**src/rtl/alsu_pkg.sv**
```systemverilog
// Shared opcode definitions and invalid-request detection for the ALSU pipeline.
package alsu_pkg;

    // Opcode encodings as plain constants for use in expressions.
    localparam logic [2:0] OP_OR    = 3'd0;
    localparam logic [2:0] OP_XOR   = 3'd1;
    localparam logic [2:0] OP_ADD   = 3'd2;
    localparam logic [2:0] OP_MUL   = 3'd3;
    localparam logic [2:0] OP_SHIFT = 3'd4;
    localparam logic [2:0] OP_ROT   = 3'd5;

    // Enumerated view of the opcode field; codes 6 and 7 are reserved and always invalid.
    typedef enum logic [2:0] {
        OPC_OR    = 3'd0,
        OPC_XOR   = 3'd1,
        OPC_ADD   = 3'd2,
        OPC_MUL   = 3'd3,
        OPC_SHIFT = 3'd4,
        OPC_ROT   = 3'd5,
        OPC_RSV6  = 3'd6,
        OPC_RSV7  = 3'd7
    } alsu_op_e;

    // A request is invalid when a reduction is asked of any non-logic opcode,
    // or when a reserved opcode is used.
    function automatic logic alsu_invalid(
        input logic       redA,
        input logic       redB,
        input logic [2:0] op
    );
        return ((redA | redB) & (op[2] | op[1])) | (op == 3'd6) | (op == 3'd7);
    endfunction

endpackage

```
**src/rtl/alsu_pipe_core.sv**
```systemverilog
// Combinational result generator: turns the captured request fields and the
// current output value into the next output value and its invalid flag.
module alsu_pipe_core
    import alsu_pkg::*;
#(
    parameter int    WIDTH          = 3,
    parameter string INPUT_PRIORITY = "A",
    parameter string FULL_ADDER     = "ON"
) (
    input  logic [WIDTH-1:0]   i_a,
    input  logic [WIDTH-1:0]   i_b,
    input  logic               i_cin,
    input  logic               i_serial,
    input  logic               i_redA,
    input  logic               i_redB,
    input  logic [2:0]         i_op,
    input  logic               i_bypA,
    input  logic               i_bypB,
    input  logic               i_dir,
    input  logic [2*WIDTH-1:0] i_out,
    output logic [2*WIDTH-1:0] o_next,
    output logic               o_inv
);

    localparam int OUT_W  = 2 * WIDTH;
    localparam bit PRIO_B = (INPUT_PRIORITY == "B");
    localparam bit FA_ON  = (FULL_ADDER == "ON");

    logic [OUT_W-1:0] w_sextA;
    logic [OUT_W-1:0] w_sextB;
    logic [OUT_W-1:0] w_cinExt;
    logic [OUT_W-1:0] w_sum;
    logic [OUT_W-1:0] w_prod;
    logic [WIDTH-1:0] w_redSel;
    logic             w_redAny;
    logic [OUT_W-1:0] w_redOr;
    logic [OUT_W-1:0] w_redXor;
    alsu_op_e         w_opE;

    // Both operands widened with their sign so every arithmetic and logic path
    // works directly in the full result width.
    assign w_sextA  = {{WIDTH{i_a[WIDTH-1]}}, i_a};
    assign w_sextB  = {{WIDTH{i_b[WIDTH-1]}}, i_b};

    // Carry-in only participates when the adder is built as a full adder.
    assign w_cinExt = {{(OUT_W-1){1'b0}}, (FA_ON & i_cin)};
    assign w_sum    = w_sextA + w_sextB + w_cinExt;

    // The low OUT_W bits of the product of two sign-extended operands equal the
    // exact signed product, which always fits in 2*WIDTH bits.
    assign w_prod   = w_sextA * w_sextB;

    assign w_redAny = i_redA | i_redB;
    assign w_redOr  = {{(OUT_W-1){1'b0}}, (|w_redSel)};
    assign w_redXor = {{(OUT_W-1){1'b0}}, (^w_redSel)};
    assign w_opE    = alsu_op_e'(i_op);

    // Pick which operand a reduction works on; the priority parameter breaks ties.
    always_comb begin
        w_redSel = i_a;
        if (i_redA && i_redB) begin
            w_redSel = PRIO_B ? i_b : i_a;
        end else if (i_redB) begin
            w_redSel = i_b;
        end
    end

    // Result selection: bypass beats the invalid check, which beats the opcode result.
    always_comb begin
        o_inv  = alsu_invalid(i_redA, i_redB, i_op);
        o_next = '0;
        if (i_bypA && i_bypB) begin
            o_next = PRIO_B ? w_sextB : w_sextA;
        end else if (i_bypA) begin
            o_next = w_sextA;
        end else if (i_bypB) begin
            o_next = w_sextB;
        end else if (o_inv) begin
            o_next = '0;
        end else begin
            case (w_opE)
                OPC_OR:    o_next = w_redAny ? w_redOr  : (w_sextA | w_sextB);
                OPC_XOR:   o_next = w_redAny ? w_redXor : (w_sextA ^ w_sextB);
                OPC_ADD:   o_next = w_sum;
                OPC_MUL:   o_next = w_prod;
                OPC_SHIFT: o_next = i_dir ? {i_out[OUT_W-2:0], i_serial}
                                          : {i_serial, i_out[OUT_W-1:1]};
                OPC_ROT:   o_next = i_dir ? {i_out[OUT_W-2:0], i_out[OUT_W-1]}
                                          : {i_out[0], i_out[OUT_W-1:1]};
                default:   o_next = '0;
            endcase
        end
    end

endmodule

```
**src/rtl/alsu_pipe.sv**
```systemverilog
// Two-stage pipelined arithmetic/logic/shift unit with valid handshake,
// LED blink signalling of invalid requests and a saturating error counter.
module alsu_pipe
    import alsu_pkg::*;
#(
    parameter int    WIDTH          = 3,
    parameter string INPUT_PRIORITY = "A",
    parameter string FULL_ADDER     = "ON",
    parameter int    LED_W          = 16,
    parameter int    ERR_CNT_W      = 8
) (
    input  logic                 clk,
    input  logic                 rst,
    input  logic                 in_valid,
    input  logic [WIDTH-1:0]     A,
    input  logic [WIDTH-1:0]     B,
    input  logic                 cin,
    input  logic                 serial_in,
    input  logic                 red_op_A,
    input  logic                 red_op_B,
    input  logic [2:0]           opcode,
    input  logic                 bypass_A,
    input  logic                 bypass_B,
    input  logic                 direction,
    output logic                 out_valid,
    output logic [2*WIDTH-1:0]   out,
    output logic                 invalid_op,
    output logic [LED_W-1:0]     leds,
    output logic [ERR_CNT_W-1:0] err_cnt
);

    localparam int OUT_W = 2 * WIDTH;

    logic             r_v1;
    logic [WIDTH-1:0] r_a;
    logic [WIDTH-1:0] r_b;
    logic             r_cin;
    logic             r_serial;
    logic             r_redA;
    logic             r_redB;
    logic [2:0]       r_op;
    logic             r_bypA;
    logic             r_bypB;
    logic             r_dir;

    logic [OUT_W-1:0] w_next;
    logic             w_inv;

    // Stage 1: capture the request when it is valid; fields hold otherwise so
    // the core never sees live inputs.
    always_ff @(posedge clk or posedge rst) begin
        if (rst) begin
            r_v1     <= 1'b0;
            r_a      <= '0;
            r_b      <= '0;
            r_cin    <= 1'b0;
            r_serial <= 1'b0;
            r_redA   <= 1'b0;
            r_redB   <= 1'b0;
            r_op     <= '0;
            r_bypA   <= 1'b0;
            r_bypB   <= 1'b0;
            r_dir    <= 1'b0;
        end else begin
            r_v1 <= in_valid;
            if (in_valid) begin
                r_a      <= A;
                r_b      <= B;
                r_cin    <= cin;
                r_serial <= serial_in;
                r_redA   <= red_op_A;
                r_redB   <= red_op_B;
                r_op     <= opcode;
                r_bypA   <= bypass_A;
                r_bypB   <= bypass_B;
                r_dir    <= direction;
            end
        end
    end

    alsu_pipe_core #(
        .WIDTH          (WIDTH),
        .INPUT_PRIORITY (INPUT_PRIORITY),
        .FULL_ADDER     (FULL_ADDER)
    ) u_core (
        .i_a      (r_a),
        .i_b      (r_b),
        .i_cin    (r_cin),
        .i_serial (r_serial),
        .i_redA   (r_redA),
        .i_redB   (r_redB),
        .i_op     (r_op),
        .i_bypA   (r_bypA),
        .i_bypB   (r_bypB),
        .i_dir    (r_dir),
        .i_out    (out),
        .o_next   (w_next),
        .o_inv    (w_inv)
    );

    // Stage 2: publish the result and its invalid flag; out is held between
    // requests because shift and rotate build on it.
    always_ff @(posedge clk or posedge rst) begin
        if (rst) begin
            out_valid  <= 1'b0;
            out        <= '0;
            invalid_op <= 1'b0;
        end else begin
            out_valid <= r_v1;
            if (r_v1) begin
                out        <= w_next;
                invalid_op <= w_inv;
            end
        end
    end

    // LEDs toggle on every invalid request and clear on any valid one.
    always_ff @(posedge clk or posedge rst) begin
        if (rst) begin
            leds <= '0;
        end else if (r_v1) begin
            leds <= w_inv ? ~leds : '0;
        end
    end

    // Count invalid requests, sticking at all-ones instead of wrapping.
    always_ff @(posedge clk or posedge rst) begin
        if (rst) begin
            err_cnt <= '0;
        end else if (r_v1 && w_inv && (err_cnt != {ERR_CNT_W{1'b1}})) begin
            err_cnt <= err_cnt + 1'b1;
        end
    end

endmodule

```
**config.mk**
```make
export PLATFORM = sky130hd
export DESIGN_NAME = alsu_pipe
export DESIGN_NICKNAME = d
export VERILOG_FILES = /design/src/rtl/alsu_pkg.sv /design/src/rtl/alsu_pipe_core.sv /design/src/rtl/alsu_pipe.sv
export SDC_FILE = /design/constraint.sdc
export NUM_CORES = 1
export LEC_CHECK = 0
export BUFFER_PORTS_ARGS = -buffer_cell sky130_fd_sc_hd__clkbuf_2
export CORE_MARGIN = 2
export CORE_UTILIZATION = 55
export DETAILED_ROUTE_END_ITERATION = 8
export GPL_ROUTABILITY_DRIVEN = 0
export PLACE_DENSITY = 0.82
export SLEW_MARGIN = 30
export SYNTH_ARGS = -nofsm -noshare
export SYNTH_HDL_FRONTEND = slang
export SYNTH_SLANG_ARGS = --single-unit
```
**constraint.sdc**
```tcl
create_clock -name clk -period 6.8 [get_ports clk]
set_input_delay 0.34 -clock clk [delete_from_list [all_inputs] [get_ports clk]]
set_output_delay 0.34 -clock clk [all_outputs]
set_load 0.05 [all_outputs]
```
==> impl_metrics.tcl <==
set metrics [dict create \
    synthCells 258 \
    drc_errors_left 0 \
    groute.usage.overall 0.211 \
    antenna_left 0 \
    synth_sequential_area_ratio 0.434 \
    setup_viol_count_final 0 \
    numPortBuffers 50 \
    grt_antenna_before_repair 0 \
    area_enclosed_by_the_die_boundary_um2 5730 \
    syn-num-nets 298 \
    pin_count_of_the_biggest_net_entering_global_routing 50 \
    finish.net_count 344 \
    floorplan.initialDensity 0.560 \
    average_vias_per_placed_instance 5.60 \
    worst_slew_pin_tran_ns 0.944 \
    drt_pass1_iterations 4 \
    startpoint_type "register" \
    worstPathMaxFanout 8 \
    fillerInstances 438 \
    htree_num_levels 2 \
    cts_buffer_depth 2 \
    leakage_nw 1.57 \
    max_slew_headroom 0.370 \
    global_route_wire_length_before_repair_um 9120 \
    power.ir.vdd_worst_uv 280 \
    slew_viol_final 0 \
    setup_tns_ns 0 \
    count_of_max_cap_constraint_violations 0 \
    synthesis.area_um2 2830 \
    cts_buffers 5 \
    dp_worst_setup_slack_ns 3.80 \
    asyncSetResetFlopFracSynth 1.00 \
    worst-r2r-cell-count 10 \
    synth.distinct_cells 48 \
    crit_path_start "r_a[2]" \
    reg2reg_from "r_a[2]" \
    worst_setup_hold_path_clk_slew_ns 0.10 \
    worstSetupEndpointType "register" \
    detailedPlacementHpwl_um 4220 \
    period_minus_slack_ns 3.04 \
    synth_ff_type "sky130_fd_sc_hd__dfrtp_1" \
    hold_viol 0 \
    setup_slack_ns 3.76 \
    clock.fmax_mhz 329 \
    setup_repair_after_global_routing_missed_its_margin "no" \
    die_w_um 75.7 \
    antenna_cells 0 \
    grt-ovfl-total 0 \
    die_h_um 75.7 \
    cts_resized 0 \
    yosysWarnings 0 \
    clock_tree_from_tritoncts "built" \
    synth_enable_flop_cells 0 \
    holdCritPathClass "in -> async" \
    floorplan.rows 26 \
    syn_area_per_cell_um2 11.0 \
    drt-total-wl_um 5700 \
    post_route_cells_drive_above_1_share 0.249 \
    synth-seq-cells 49 \
    criticalPathCategory "reg -> reg" \
    top_level_ports 51 \
    worst_skew_pair.late_latency_ns 0.31 \
    final.hold.worst_slack_ns 0.0682 \
    clockRootBuffer "sky130_fd_sc_hd__clkbuf_8" \
    skew_ns 0.0101 \
    worstPathRequired_ns 6.99 \
    vias 2100 \
    power.density_cell_area_nw_per_um2 307 \
    share_of_the_clock_period_used_by_the_worst_path 0.447 \
    grt_pass1_vias 1903 \
    cts.hold.buffers_added 0 \
    clock_sink_count 49 \
    post-cts-setup-buffers 0 \
    first_iter_violations 170 \
    worst-endpoint-arrival_ns 3.22 \
    post_detailed_route_wirelength_per_cell_um 15.2 \
    core-area_um2 5040 \
    synthToLayoutAreaGrowth_pct 13.3 \
    outcome "complete, no violations" \
]
## synth_stat cells (all sizes together), types with 3 or more instances
master / instances / area (µm²)
dfrtp: 49 / 1230
mux2i: 26 / 260
o21ai: 22 / 125
nand2: 21 / 78.8
inv: 19 / 71.3
ha: 16 / 200
nor2: 11 / 41.3
a21oi: 10 / 61.3
mux2: 10 / 116
xnor2: 7 / 61.3
clkbuf: 6 / 22.5
buf: 5 / 31.3
fa: 5 / 100
nand3: 5 / 25.0
xor2: 4 / 35.0
nand2b: 3 / 18.8
nand4: 3 / 18.8
nor4: 3 / 25.0
o2bb2ai: 3 / 26.3
## cells by family (layout without fill, tap and decap cells)
logic type / after synthesis / count (layout) / synth area share
compound gates: 51 / 51 / 0.125
xor+xnor: 13 / 13 / 0.0500
fa+ha+maj: 21 / 21 / 0.106
buf+inv: 30 / 77 / 0.0443
flops: 49 / 49 / 0.434
mux: 36 / 36 / 0.133
simple gates: 58 / 58 / 0.107
## registers in the layout, summed over array words and instances (netlist names), 3 cells and up
signal and cells:
r_b 3, r_op 3, r_a 3, out 6, err_cnt 8, leds 16
## final timing paths
check	to	slack (ns)
worst max-delay path	out[4]	3.76
worst min-delay path	out[5]	0.07
worst max register to register	out[4]	3.76
worst min register to register	leds[13]	0.47
max in group asynchronous	r_redA	6.32
min in group clk	r_op[0]	0.23
## metal layers
metal,global-route usage,routed length (µm)
met1,0.303,2550
met2,0.317,2710
met3,0.0503,328
met4,0.0721,109
met5,0,0
## metrics by stage
step / std cells / instance area [µm²] / util / total power, mW
2_1_floorplan: 258 / 2830 / - / 0.718
3_3_place_gp: 367 / 3110 / 0.617 / 0.802
3_5_place_dp: 367 / 3110 / 0.617 / 0.813
4_1_cts: 375 / 3200 / 0.635 / 0.988
5_1_grt: 375 / 3200 / 0.635 / 1.04
6_report: 375 / 3200 / 0.635 / 0.982
## report_power, final
group	internal, mW	switching [mW]	leakage, nW	total [mW]
clock	0.0731	0.102	0.0445	0.175
sequential	0.343	0.0696	0.596	0.412
combinational	0.133	0.263	0.927	0.395
total	0.548	0.434	1.57	0.982
## layout by cell type, fill, tap and decap left out, drive strengths merged, types with 2 or more instances in the layout
cell     synthesis  routed
nor3             2       2
xor2             4       4
mux2            10      10
fa               5       5
a221oi           2       2
and3             2       2
a21oi           10      10
inv             19      20
nand3            5       5
nand2           21      21
nor4             3       3
ha              16      16
dfrtp           49      49
xnor3            2       2
nand4            3       3
o2bb2ai          3       3
nor3b            2       2
a31oi            2       2
nand2b           3       3
xnor2            7       7
clkbuf           6      55
o21ai           22      22
a211oi           2       2
and2             2       2
a221o            2       2
nor2b            2       2
nor2            11      11
mux2i           26      26
## cell type report
cell class	instances	area (µm²)	share of cell area
clock buffers	5	68.8	0.0215
clock inverters	3	21.3	0.00664
inverters	19	73.8	0.0231
multi-input cells	179	1470	0.460
flip-flops and latches	49	1230	0.383
well taps	70	87.6	0.0274
repair buffers	50	250	0.0782
## worst max-delay path: stages, from the launching register on
cell,delay [ns]
sky130_fd_sc_hd__dfrtp_1,0.53
sky130_fd_sc_hd__nand2_1,0.20
sky130_fd_sc_hd__fa_1,0.54
sky130_fd_sc_hd__fa_1,0.41
sky130_fd_sc_hd__inv_1,0.07
sky130_fd_sc_hd__ha_1,0.16
sky130_fd_sc_hd__fa_1,0.44
sky130_fd_sc_hd__nand3_1,0.09
sky130_fd_sc_hd__o21ai_0,0.10
sky130_fd_sc_hd__o31ai_1,0.26
sky130_fd_sc_hd__a21oi_1,0.11
Note: power is estimated with default switching activity, not from simulation.
